### src/rtl/uart_pkg.sv
// rtl/uart_pkg.sv - shared UART framing constants and transmit state encoding
package uart_pkg;

    typedef enum logic [1:0] {
        IDLE  = 2'd0,
        START = 2'd1,
        DATA  = 2'd2,
        STOP  = 2'd3
    } uart_state_e;

    localparam int UART_DATA_BITS     = 8;
    localparam int UART_FRAME_BITS    = 10;
    localparam int CHACHA_BLOCK_BYTES = 64;

endpackage

### src/rtl/uart_block_tx_baud_tick.sv
// rtl/uart_block_tx_baud_tick.sv - system-clock divider producing one-clock oversample ticks
// Ports:
//   clk  - system clock
//   rst  - synchronous active-high reset
//   clr  - holds the divider at 0 (no ticks while asserted)
//   tick - one-clock pulse each time the divider wraps at CLK_DIV-1
module baud_tick #(
    parameter int CLK_DIV = 11
) (
    input  logic clk,
    input  logic rst,
    input  logic clr,
    output logic tick
);

    localparam int CNT_W = (CLK_DIV > 1) ? $clog2(CLK_DIV) : 1;

    logic [CNT_W-1:0] cnt_q, cnt_d;
    logic             wrap;

    assign wrap = (cnt_q == CNT_W'(CLK_DIV - 1));
    assign tick = wrap && !clr;

    always_comb begin
        cnt_d = cnt_q;
        if (clr || wrap) begin
            cnt_d = '0;
        end else begin
            cnt_d = cnt_q + 1'b1;
        end
    end

    always_ff @(posedge clk) begin
        if (rst) begin
            cnt_q <= '0;
        end else begin
            cnt_q <= cnt_d;
        end
    end

endmodule

### src/rtl/uart_block_tx.sv
// rtl/uart_block_tx.sv - sends one NBYTES block as back-to-back 8N1 frames, byte 0 first
// Ports:
//   clk, rst             - system clock, synchronous active-high reset
//   blk_valid/blk_ready  - block handshake; accepted when both are high (ready only in IDLE)
//   blk_data             - block to send, byte 0 in blk_data[7:0]
//   busy                 - high while a block is on the line
//   done                 - one-clock pulse when the last stop bit has completed
//   txd                  - serial line, idle high
module uart_block_tx
    import uart_pkg::*;
#(
    parameter int CLK_DIV    = 11,
    parameter int OVERSAMPLE = 16,
    parameter int NBYTES     = CHACHA_BLOCK_BYTES
) (
    input  logic                clk,
    input  logic                rst,
    input  logic                blk_valid,
    output logic                blk_ready,
    input  logic [8*NBYTES-1:0] blk_data,
    output logic                busy,
    output logic                done,
    output logic                txd
);

    localparam logic [1:0] S_IDLE  = IDLE;
    localparam logic [1:0] S_START = START;
    localparam logic [1:0] S_DATA  = DATA;
    localparam logic [1:0] S_STOP  = STOP;

    localparam int OS_W  = (OVERSAMPLE > 1) ? $clog2(OVERSAMPLE) : 1;
    localparam int IDX_W = (NBYTES > 1) ? $clog2(NBYTES) : 1;

    logic [1:0]          state_q, state_d;
    logic [OS_W-1:0]     ovs_q, ovs_d;
    logic [2:0]          bit_q, bit_d;
    logic [IDX_W-1:0]    idx_q, idx_d;
    logic [8*NBYTES-1:0] shreg_q, shreg_d;
    logic                txd_q, txd_d;
    logic                busy_q, busy_d;
    logic                blk_ready_q, blk_ready_d;
    logic                done_q, done_d;

    logic       tick;
    logic       ovs_wrap;
    logic       bit_end;
    logic       accept;
    logic [7:0] cur_byte_d;

    // Divider runs only while a frame is on the line, so the first bit after
    // acceptance starts from a fresh count and is full length.
    baud_tick #(
        .CLK_DIV(CLK_DIV)
    ) u_baud_tick (
        .clk (clk),
        .rst (rst),
        .clr (state_q == S_IDLE),
        .tick(tick)
    );

    assign ovs_wrap = (ovs_q == OS_W'(OVERSAMPLE - 1));
    assign bit_end  = tick && ovs_wrap;
    assign accept   = blk_valid && blk_ready_q;

    always_comb begin
        state_d    = state_q;
        ovs_d      = ovs_q;
        bit_d      = bit_q;
        idx_d      = idx_q;
        shreg_d    = shreg_q;
        done_d     = 1'b0;
        cur_byte_d = '0;
        txd_d      = 1'b1;

        if (state_q != S_IDLE && tick) begin
            ovs_d = ovs_wrap ? '0 : ovs_q + 1'b1;
        end

        case (state_q)
            S_IDLE: begin
                ovs_d = '0;
                bit_d = '0;
                idx_d = '0;
                if (accept) begin
                    shreg_d = blk_data;
                    state_d = S_START;
                end
            end
            S_START: begin
                if (bit_end) begin
                    bit_d   = '0;
                    state_d = S_DATA;
                end
            end
            S_DATA: begin
                if (bit_end) begin
                    if (bit_q == 3'(UART_DATA_BITS - 1)) begin
                        state_d = S_STOP;
                    end else begin
                        bit_d = bit_q + 1'b1;
                    end
                end
            end
            default: begin
                if (bit_end) begin
                    if (idx_q == IDX_W'(NBYTES - 1)) begin
                        state_d = S_IDLE;
                        done_d  = 1'b1;
                    end else begin
                        idx_d   = idx_q + 1'b1;
                        shreg_d = shreg_q >> 8;
                        state_d = S_START;
                    end
                end
            end
        endcase

        // Outputs are registered from next-state values so they change on the
        // same edge as the state itself, with no input-to-output comb path.
        cur_byte_d = shreg_d[7:0];
        case (state_d)
            S_START: txd_d = 1'b0;
            S_DATA:  txd_d = cur_byte_d[bit_d];
            default: txd_d = 1'b1;
        endcase
        busy_d      = (state_d != S_IDLE);
        blk_ready_d = (state_d == S_IDLE);
    end

    always_ff @(posedge clk) begin
        if (rst) begin
            state_q     <= S_IDLE;
            ovs_q       <= '0;
            bit_q       <= '0;
            idx_q       <= '0;
            shreg_q     <= '0;
            txd_q       <= 1'b1;
            busy_q      <= 1'b0;
            blk_ready_q <= 1'b0;
            done_q      <= 1'b0;
        end else begin
            state_q     <= state_d;
            ovs_q       <= ovs_d;
            bit_q       <= bit_d;
            idx_q       <= idx_d;
            shreg_q     <= shreg_d;
            txd_q       <= txd_d;
            busy_q      <= busy_d;
            blk_ready_q <= blk_ready_d;
            done_q      <= done_d;
        end
    end

    assign txd       = txd_q;
    assign busy      = busy_q;
    assign blk_ready = blk_ready_q;
    assign done      = done_q;

endmodule
### config.mk
export PLATFORM = sky130hd
export DESIGN_NAME = uart_block_tx
export DESIGN_NICKNAME = d
export VERILOG_FILES = /design/src/rtl/uart_pkg.sv /design/src/rtl/uart_block_tx_baud_tick.sv /design/src/rtl/uart_block_tx.sv
export SDC_FILE = /design/constraint.sdc
export NUM_CORES = 1
export LEC_CHECK = 0
export BUFFER_PORTS_ARGS = -buffer_cell sky130_fd_sc_hd__clkbuf_2
export CORE_AREA = 2 2 204 227
export DETAILED_ROUTE_END_ITERATION = 8
export DIE_AREA = 0 0 206 229
export MAX_ROUTING_LAYER = met4
export PLACE_DENSITY_LB_ADDON = 0.25
export SKIP_CTS_REPAIR_TIMING = 1
export SLEW_MARGIN = 10
export SYNTH_ARGS = -nofsm -noshare
export SYNTH_HDL_FRONTEND = slang
export SYNTH_SLANG_ARGS = --single-unit
### constraint.sdc
create_clock -name clk -period 2.7 [get_ports clk]
set_clock_uncertainty 0.15 [all_clocks]
set_input_delay 0.27 -clock clk [delete_from_list [all_inputs] [get_ports clk]]
set_output_delay 0.27 -clock clk [all_outputs]
set_load 0.01 [all_outputs]
==> impl_metrics.ini <==
[outcome]
status = complete, but fails checks
violations = hold timing, setup timing

[synth]
synth_seq_cells = 535
synthCells = 2498
synth_nets = 3023
synth_top_cell_by_area = dfxtp_1
synth_area_leaders = dfxtp_1 (49%), a221oi_1 (20%), nor3_1 (11%), nor2_1 (9.0%), clkbuf_1 (2.9%)
async_flop_share_pct = 0
synthFlopType = dfxtp_1
synth_area_sq_mm = 0.0218
yosysSeqAreaShare_pct = 49.2
synth.distinct_cells = 44
syn_area_per_cell_sq_um = 8.71
synth_edf_count = 0
yosys.area.top_type_share_pct = 49.2
yosys_warnings = 0

[global_routing]
grt_max_degree = 102
first_global_vias = 20700
grt_pass1_wl_mm = 110
grtUsageTotal_pct = 30.0
overflow = 0
antenna_found_initial = 13

[routing]
final_antenna_net_count = 0
via_per_inst = 6.49
wirelength_mm = 95.9
drc = 0
routed-via-count = 26700
dr.pass1.iters = 7
drt_iter0_drc = 3884
wire_per_inst_um = 23.3

[layout]
area_delta_synth_final_pct = 54.8
layout_common_cells = dfxtp_1 (533), nor2_1 (521), clkbuf_2 (517)
final_common_cell = dfxtp_1
final_nets = 3995
drive_gt1_share_pct = 24.9

[clock_network]
worstSkewPairLatency_ps = 610
clockRootBuffer = clkbuf_16
cts_max_level = 2
cts_tree = yes
cts_sinks = 535
clkTransAtPathRegs_ps = 70
cts_buffer_depth = 3
cts_buffers = 56

[power]
p_leak_uw = 0.0136
ir_worst_vdd_mv = 0.646
power.total_uw = 26500
power_density_mw_per_mm2 = 787

[timing]
rsz0062_at_grt = yes
hold_slack_ps = -14.6
setup_viol = 10
finalHoldViolations = 4
max_freq_ghz = 0.345
fin_crit_sh_pct = 107
tightest_slew_ps = 529
finalMaxSlewViolations = 0
finalCriticalPeriod_ps = 2900
fin_ws_ps = -198
worst_slew_margin_rel_pct = 64.7

[critical_path]
crit_arrival_ps = 3220
cp_max_fo = 25
worstPathRequired_ps = 3020
slowest_stage = a221oi_1
crit_type = reg2reg
crit_path_cell_trace = inv_1 > ha_2 > and4bb_2 > and4_4 > nand2_1 > nand2_1 > nand2_4 > buf_4 > buf_4 > clkbuf_16 > a221oi_1 > nor3_1
crit_buf_inv = 4
cp_slowest_stage_delay_ps = 460
start_kind = register
path_delay_family = simple AND/OR/NAND/NOR gates
cp-end-kind = register

[placement]
gp_congestion = 0.890
dpl_worst_slack_ps = -12.6
port_buffers = 518
hpwl_mm = 49.8

[floorplanning]
die_area_sq_mm = 0.0472
die_x_um = 206
die-height_um = 229
num_rows = 82
start_util_pct = 48.4
core_region_area_sq_mm = 0.0449
pin_count = 519

[worst_hold_path]
min_path_type = in2reg

[run]
drv_cap = 0
==> path summary, 6_finish.rpt <==
path	from	cells after the start	endpoint	slack, ps
worst max-delay path	state_q[0]	12	shreg_q[379]	-200
worst min-delay path	blk_data[1]	4	shreg_q[1]	-10
worst max register to register	state_q[0]	12	shreg_q[379]	-200
worst min register to register	shreg_q[510]	2	shreg_q[510]	310
==> cell usage after synthesis, drive strengths merged (3+ instances only) <==
cell type	instances
a21o	3
a21oi	24
a221oi	497
a22o	6
a311oi	6
a31oi	4
and3	4
buf	119
clkbuf	169
dfxtp	535
ha	10
inv	7
mux2i	3
nand2	30
nand3	14
nand4	6
nor2	522
nor2b	4
nor3	497
o21ai	4
xnor2	3
xor2	6
==> routing by layer <==
layer,up-vias,share of wire (%),track usage [%]
met2,2190,46,47.4
met4,0,7.2,11.4
met5,-,0,-
li1,11500,-,-
met1,12400,35,35.9
met3,604,11,8.68
==> through the flow <==
step                      hold WS (ps)  instances  instance area (sq um)  TNS (ps)  util [%]
final                            -14.6       4113                  33700      -648      75.0
after global routing             -11.9       4109                  33700     -6350      75.0
after CTS                         -274       3561                  27400     -69.6      60.9
after detailed placement           296       3465                  25600     -12.6      57.0
after global placement             288       3465                  25600         0      57.0
after floorplan                    272       2498                  21800         0         -
==> tightest hold or removal path, cell delays in order <==
cell,delay (ps)
clkbuf_2,100
a22oi_1,80
o211ai_1,110
nor2b_1,140
==> sequential cells by signal, summed over array words and instances, names as in the netlist <==
name and flops:
shreg_q 512, blk_ready 1, idx_q 6, state_q 2, done 1, busy 1, bit_q 3, txd 1
u_baud_tick.cnt_q 4, ovs_q 4
==> cell families (layout without fill, tap and decap cells) <==
| family | Yosys count | after routing | share of synthesized area (%) |
|---|---|---|---|
| AO/OA/AOI/OAI | 556 | 556 | 21.8 |
| other | 0 | 17 | 0 |
| adder cells (fa/ha/maj) | 10 | 10 | 0.575 |
| XOR/XNOR | 9 | 9 | 0.362 |
| flip-flops | 535 | 535 | 49.2 |
| AND/OR/NAND/NOR | 1089 | 1090 | 22.1 |
| multiplexers | 4 | 4 | 0.190 |
| buffers and inverters | 295 | 1304 | 5.74 |
==> final cells by class <==
cell class	count	area, sq um
antenna	17	42.5
clock buffer	87	1700
clock inverter	9	63.8
fill	2744	11200
inverter	7	26.3
multi-input combinational	1669	10300
sequential	535	10700
tap	588	736
timing repair buffer	1201	10100
==> report_power, final <==
group	internal (uW)	switching, uW
sequential	9470	1160
clock	4300	3330
combinational	3680	4580
No activity file was read; power rests on OpenSTA's default activity.
